`src/rtl/if_stage.sv`:
```
// Instruction-fetch stage: owns the PC, drives the instruction memory address and
// loads the IF/ID pipeline register, honouring stall/flush and ID-issued redirects.
module if_stage #(
    parameter logic [31:0] RESET_PC   = 32'h0000_3000,
    parameter logic [31:0] NOP_INSTR  = 32'h0000_0000,
    parameter int unsigned IMEM_BYTES = 16384
) (
    input  logic        clk,
    input  logic        rst,
    input  logic        stall,
    input  logic        flush,
    input  logic        br_taken,
    input  logic [31:0] br_target,
    input  logic        j_en,
    input  logic [25:0] j_index,
    input  logic        jr_en,
    input  logic [31:0] jr_target,
    output logic [31:0] im_addr,
    input  logic [31:0] im_instr,
    output logic [31:0] ifid_instr,
    output logic [31:0] ifid_pc4,
    output logic        ifid_valid,
    output logic        addr_err,
    output logic [31:0] fetch_cnt
);

    localparam logic [31:0] LAST_ADDR = 32'(IMEM_BYTES - 4);

    logic [31:0] pc_q, pc_d;
    logic [31:0] instr_q, instr_d;
    logic [31:0] pc4_q, pc4_d;
    logic        valid_q, valid_d;
    logic        err_q, err_d;
    logic [31:0] cnt_q, cnt_d;

    logic        redirect;
    logic [31:0] target_raw;
    logic [31:0] seq_pc;
    logic        misaligned;
    logic        range_err;

    assign seq_pc    = pc_q + 32'd4;
    assign redirect  = jr_en | j_en | br_taken;
    assign range_err = (pc_q > LAST_ADDR);

    // The jump region comes from the latched PC+4 of the jump sitting in ID.
    always_comb begin
        if (jr_en) begin
            target_raw = jr_target;
        end else if (j_en) begin
            target_raw = {pc4_q[31:28], j_index, 2'b00};
        end else begin
            target_raw = br_target;
        end
    end

    assign misaligned = redirect && (target_raw[1:0] != 2'b00);

    always_comb begin
        pc_d    = pc_q;
        instr_d = instr_q;
        pc4_d   = pc4_q;
        valid_d = valid_q;
        err_d   = err_q;
        cnt_d   = cnt_q;

        if (!stall) begin
            pc_d = redirect ? {target_raw[31:2], 2'b00} : seq_pc;
            if (misaligned) begin
                err_d = 1'b1;
            end
        end

        // A redirect squashes the wrong-path word currently on im_instr.
        if (flush || (!stall && redirect)) begin
            instr_d = NOP_INSTR;
            pc4_d   = 32'd0;
            valid_d = 1'b0;
        end else if (!stall) begin
            if (range_err) begin
                instr_d = NOP_INSTR;
                pc4_d   = 32'd0;
                valid_d = 1'b0;
                err_d   = 1'b1;
            end else begin
                instr_d = im_instr;
                pc4_d   = seq_pc;
                valid_d = 1'b1;
                cnt_d   = cnt_q + 32'd1;
            end
        end
    end

    always_ff @(posedge clk) begin
        if (rst) begin
            pc_q    <= RESET_PC;
            instr_q <= NOP_INSTR;
            pc4_q   <= 32'd0;
            valid_q <= 1'b0;
            err_q   <= 1'b0;
            cnt_q   <= 32'd0;
        end else begin
            pc_q    <= pc_d;
            instr_q <= instr_d;
            pc4_q   <= pc4_d;
            valid_q <= valid_d;
            err_q   <= err_d;
            cnt_q   <= cnt_d;
        end
    end

    assign im_addr    = pc_q;
    assign ifid_instr = instr_q;
    assign ifid_pc4   = pc4_q;
    assign ifid_valid = valid_q;
    assign addr_err   = err_q;
    assign fetch_cnt  = cnt_q;

endmodule

```
`config.mk`:
```
export PLATFORM = sky130hd
export DESIGN_NAME = if_stage
export DESIGN_NICKNAME = d
export VERILOG_FILES = /design/src/rtl/if_stage.sv
export SDC_FILE = /design/constraint.sdc
export NUM_CORES = 1
export LEC_CHECK = 0
export CAP_MARGIN = 20
export CORE_UTILIZATION = 39
export DETAILED_ROUTE_END_ITERATION = 10
export GPL_TIMING_DRIVEN = 0
export PLACE_DENSITY = 0.84
export SLEW_MARGIN = 10
export SYNTH_ARGS = -nofsm -noshare
export SYNTH_HDL_FRONTEND = slang
export SYNTH_SLANG_ARGS = --single-unit
```
`constraint.sdc`:
```
create_clock -name clk -period 2.48 [get_ports clk]
set_input_delay 0.744 -clock clk [delete_from_list [all_inputs] [get_ports clk]]
set_output_delay 0.744 -clock clk [all_outputs]
set_load 0.02 [all_outputs]
```
Word level (Yosys, flattened, before mapping). Cells that the tools add are included. W data, S select, Z words.

Bits in registers: 130. Bits of input ports: 129. Output and inout bits: 130. Word-level logic and storage cells: 32.

Add/subtract/negate cells: 2. Magnitude comparators: 1. Multiplexer cells: 11. Bitwise logic cells: 5. Reductions and logical operators: 7.

Operators by type and width (count): $mux W32 (5); $add A32 B1 Y32 const B (1); $add A32 B3 Y32 const B (1); $gt A32 B14 Y1 const B (1); $mux W1 (6); $not A1 Y1 (3); $reduce_and A3 Y1 (1); $logic_and A1 B1 Y1 (2); $or A1 B1 Y1 (2); $reduce_bool A2 Y1 (1); $reduce_or A2 Y1 (1); $logic_not A1 Y1 (1); $logic_or A1 B1 Y1 (1).

Logic depth before layout (Yosys ltp).
Word-level depth: 9. Gate-level depth with buffers: 8. Mapped depth without buffers: 6.

Worst setup path after synthesis. Ideal clock, no wire load.

Path type: in2reg. Start: in j_en. End: reg cnt_q[27], in the netlist fetch_cnt[27]. Setup time: 0.070 ns. Data arrival time: 2.511 ns. Required time: 2.410 ns. Path slack: -0.101 ns. Stages on the path: 7. Path buffers: 2. Path through: buf_2 -> nor3_2 -> buf_4 -> nand4_4 -> or4_4 -> or4_1 -> a21oi_1.

Word-level cells in the longest chain between the ends: 6.

RTL lines: start, declared (RTL line 14) `input logic j_en,`; $or A1 B1 Y1 (2 in a row) (RTL line 43) `assign redirect = jr_en | j_en | br_taken;`; $logic_and A1 B1 Y1 (RTL line 75) `if (flush || (!stall && redirect)) begin`; $logic_or A1 B1 Y1 (RTL line 75); $not A1 Y1 (no line); $reduce_and A3 Y1 (no line); end signal, assigned (RTL line 108) `cnt_q <= cnt_d;`; end, declared (RTL line 34) `logic [31:0] cnt_q, cnt_d;`.

Every way passes these cells. A chain may end at the register's enable or synchronous reset.

Final worst setup path.
Start: reg pc_q[18], in the netlist im_addr[18]. End: reg cnt_q[14], in the netlist fetch_cnt[14].

Word-level cells in the longest chain between the ends: 3.

RTL lines: start, declared (RTL line 29) `logic [31:0] pc_q, pc_d;`; start signal, assigned (RTL line 103) `pc_q <= pc_d;`; $gt A32 B14 Y1 (RTL line 44) `assign range_err = (pc_q > LAST_ADDR);`; $not A1 Y1 (no line); $reduce_and A3 Y1 (no line).

Every way passes these cells.

==> impl_metrics.tcl <==
set metrics [dict create \
    yosysSeqAreaShare_pct 41.9 \
    postSynthCellCount 721 \
    synth_compound_area_share_pct 22.6 \
    die_area_um2 16000 \
    worstPathMaxFanout 10 \
    netlist_area_um2 6060 \
    n_antenna_cell 0 \
    yosys_warnings 0 \
    fin_cells 1207 \
    ir_drop_mv 0.485 \
    syn_to_final_growth_pct 60.2 \
    synthSimpleGateAreaFrac_pct 24.7 \
    drtIter0Drc 627 \
    p_seq_share_pct 37.6 \
    postSynthAreaPerCell_um2 8.41 \
    skew_ns 0.0115 \
    die_w_um 127 \
    min_period_over_period_pct 97.9 \
    nets 1137 \
    critPathRequiredTime_ns 2.85 \
    clock.fmax_mhz 412 \
    post-synth-top-count-cell "dfxtp_1" \
    status "finished clean" \
    crit_arrival_ns 2.79 \
    place_congestion 0.968 \
    synth_top_area_share_pct 41.9 \
    firstDrtPassIters 8 \
    worst-path-buf-inv 1 \
    numCtsBuffers 17 \
    synth_edf_count 0 \
    path_delay_family "simple AND/OR/NAND/NOR gates" \
    antenna_left 0 \
    power_density_nw_per_um2 586 \
    critPathKind "reg2reg" \
    vias_per_cell 5.78 \
    core_um2 15200 \
    synth_mux_area_share_pct 1.98 \
    wl_per_cell_um 18.3 \
    synth_top_family_by_area "simple AND/OR/NAND/NOR gates" \
    synthFlopType "dfxtp_1" \
    root_buffer "clkbuf_16" \
    grt_pass1_wl_um 33900 \
    cts.path.max_buffers 2 \
    clk_latency_ns 0.42 \
    synth-xor-area-share_pct 3.47 \
    pre_cts_ws_ns -0.863 \
    fin_crit_ns 2.43 \
    postRouteWirelength_um 22100 \
    slowest_stage "or4_1" \
    finalInstanceArea_um2 9710 \
    port_buffers 254 \
    drc 0 \
    cp_common_cell "or4_1" \
    path_clk_slew_ns 0.06 \
    worstHoldPathType "reg2reg" \
    io_pins 259 \
    hold_viol_final 0 \
    holdWs_ns 0.461 \
    synth_top_area_cell "dfxtp_1" \
    tritoncts "done" \
    worst_pin_slew_ns 0.828 \
    synth_area_leaders "dfxtp_1 (42%), a22o_1 (6.4%), a21oi_1 (4.3%), o21ai_0 (4.1%), nand2_1 (3.6%)" \
    htreeDepth 4 \
    cp-end-kind "register" \
    dpl.cell_count 1165 \
    drive_gt1_share_pct 8.54 \
    worst_slack_ns 0.0528 \
    intPower_mw 4.32 \
    total_power_mw 5.69 \
    grt_remaining_overflow 0 \
    rows 45 \
    netlist_top_cells_count "dfxtp_1 (127), nand2_1 (58), a21oi_1 (52)" \
    grt_max_degree 17 \
    sw_frac_of_total_pct 24.1 \
    slowest_delay_ns 0.61 \
    startpoint_type "register" \
    nFillCells 1266 \
    cap_violations 0 \
    maxSlewViolCount 0 \
    clockPowerShare_pct 49.5 \
    start_util_pct 39.9 \
    ys_seq_elements 127 \
    antenna_found_initial 0 \
    crit_chain "nor4_2 > nand3_2 > buf_2 > or4_1 > or4_1 > nand2_1" \
    route.vias.total 6981 \
    async_flop_share_pct 0 \
    leakagePower_nw 3.46 \
    switching_power_mw 1.37 \
    grt_util_all_layers_pct 27.1 \
    synth_fa_ha_area_share_pct 0.413 \
    cts.sinks 127 \
    setup_viol 0 \
    pwr-share-comb_pct 12.9 \
    setup_tns_ns 0 \
    placed_area_um2 8880 \
    fin_util_pct 63.9 \
    dpl.hpwl_um 16200 \
    die_h_um 127 \
    timing.slew.headroom_pct 44.3 \
    ys_types 57 \
    grt_pass1_vias 6454 \
]
[final timing paths]
| kind | endpoint | slack (ns) | from | cells after the start |
|---|---|---|---|---|
| setup reg to reg | fetch_cnt[14] | 0.05 | im_addr[18] | 6 |
| hold / removal | ifid_pc4[21] | 0.46 | ifid_pc4[21] | 1 |
| hold reg to reg | ifid_pc4[21] | 0.46 | ifid_pc4[21] | 1 |
| setup / recovery | fetch_cnt[14] | 0.05 | im_addr[18] | 6 |
[state kept, by name, indices dropped and copies added, names as in the netlist]
name / count
ifid_pc4: 31
ifid_valid: 1
ifid_instr: 32
addr_err: 1
im_addr: 30
fetch_cnt: 32
[power by group through the flow]
| stage | combinational [mW] | sequential [mW] | clock [mW] |
|---|---|---|---|
| 6_report | 0.734 | 2.14 | 2.82 |
| 5_1_grt | 0.781 | 2.14 | 2.94 |
| 4_1_cts | 0.695 | 2.13 | 2.83 |
| 3_5_place_dp | 0.687 | 2.18 | 0 |
| 3_3_place_gp | 0.681 | 2.17 | 0 |
| 2_1_floorplan | 0.266 | 2.20 | 0 |
[cell families after synthesis]
kind of cell | after synthesis
flip-flops | 127
XOR/XNOR | 24
other | 1
adder cells (fa/ha/maj) | 2
buffers and inverters | 72
AND/OR/NAND/NOR | 277
multiplexers | 12
AO/OA/AOI/OAI | 206
[per-layer routing]
metal	share of wire (%)	up-vias	track usage, %
met5	0	-	0
met4	3.0	0	12.6
met3	9.9	71	8.10
met2	48	471	45.3
met1	39	3194	32.0
li1	-	3245	-
[layout make-up]
cell class	count	area (um^2)	share of cell area, %
multi-input cells	523	3310	34.0
clock buffers	20	467	4.81
inverters	16	60.1	0.618
plain buffers	54	265	2.73
flip-flops and latches	127	2540	26.2
well taps	188	235	2.42
clock inverters	12	206	2.13
repair buffers	267	2630	27.1
[repair_timing]
item / 4_1_cts / 5_1_grt
setup endpoints to repair: 88 / 37
gates resized for setup: 17 / 12
hold buffers: 0 / 0
pin swaps: 3 / 6
cloned: 0 / 0
buffers inserted: 3 / 9
[placed cells by master (no fill, tap or decap), types with 5 or more instances in the layout]
cell type | synthesis | final
clkbuf_2 | 1 | 9
inv_1 | 16 | 16
nand3_1 | 29 | 28
a21oi_1 | 52 | 52
nand2_1 | 58 | 58
xnor2_1 | 20 | 20
nor4_1 | 17 | 15
o21ai_0 | 50 | 49
nor3_1 | 22 | 20
a22oi_1 | 16 | 16
buf_4 | 4 | 15
nor2_1 | 46 | 45
bufinv_16 | 0 | 5
mux2i_1 | 12 | 12
clkbuf_1 | 42 | 33
o22ai_1 | 6 | 6
nand4_1 | 18 | 18
or4_1 | 10 | 9
nor2b_1 | 10 | 10
o211ai_1 | 5 | 5
buf_2 | 6 | 5
and2_1 | 22 | 22
dfxtp_1 | 127 | 126
or2_2 | 5 | 5
clkdlybuf4s50_1 | 0 | 250
clkbuf_16 | 0 | 17
or3_1 | 13 | 12
a221oi_1 | 8 | 8
a22o_1 | 44 | 44
(Power assumes the default switching activity.)
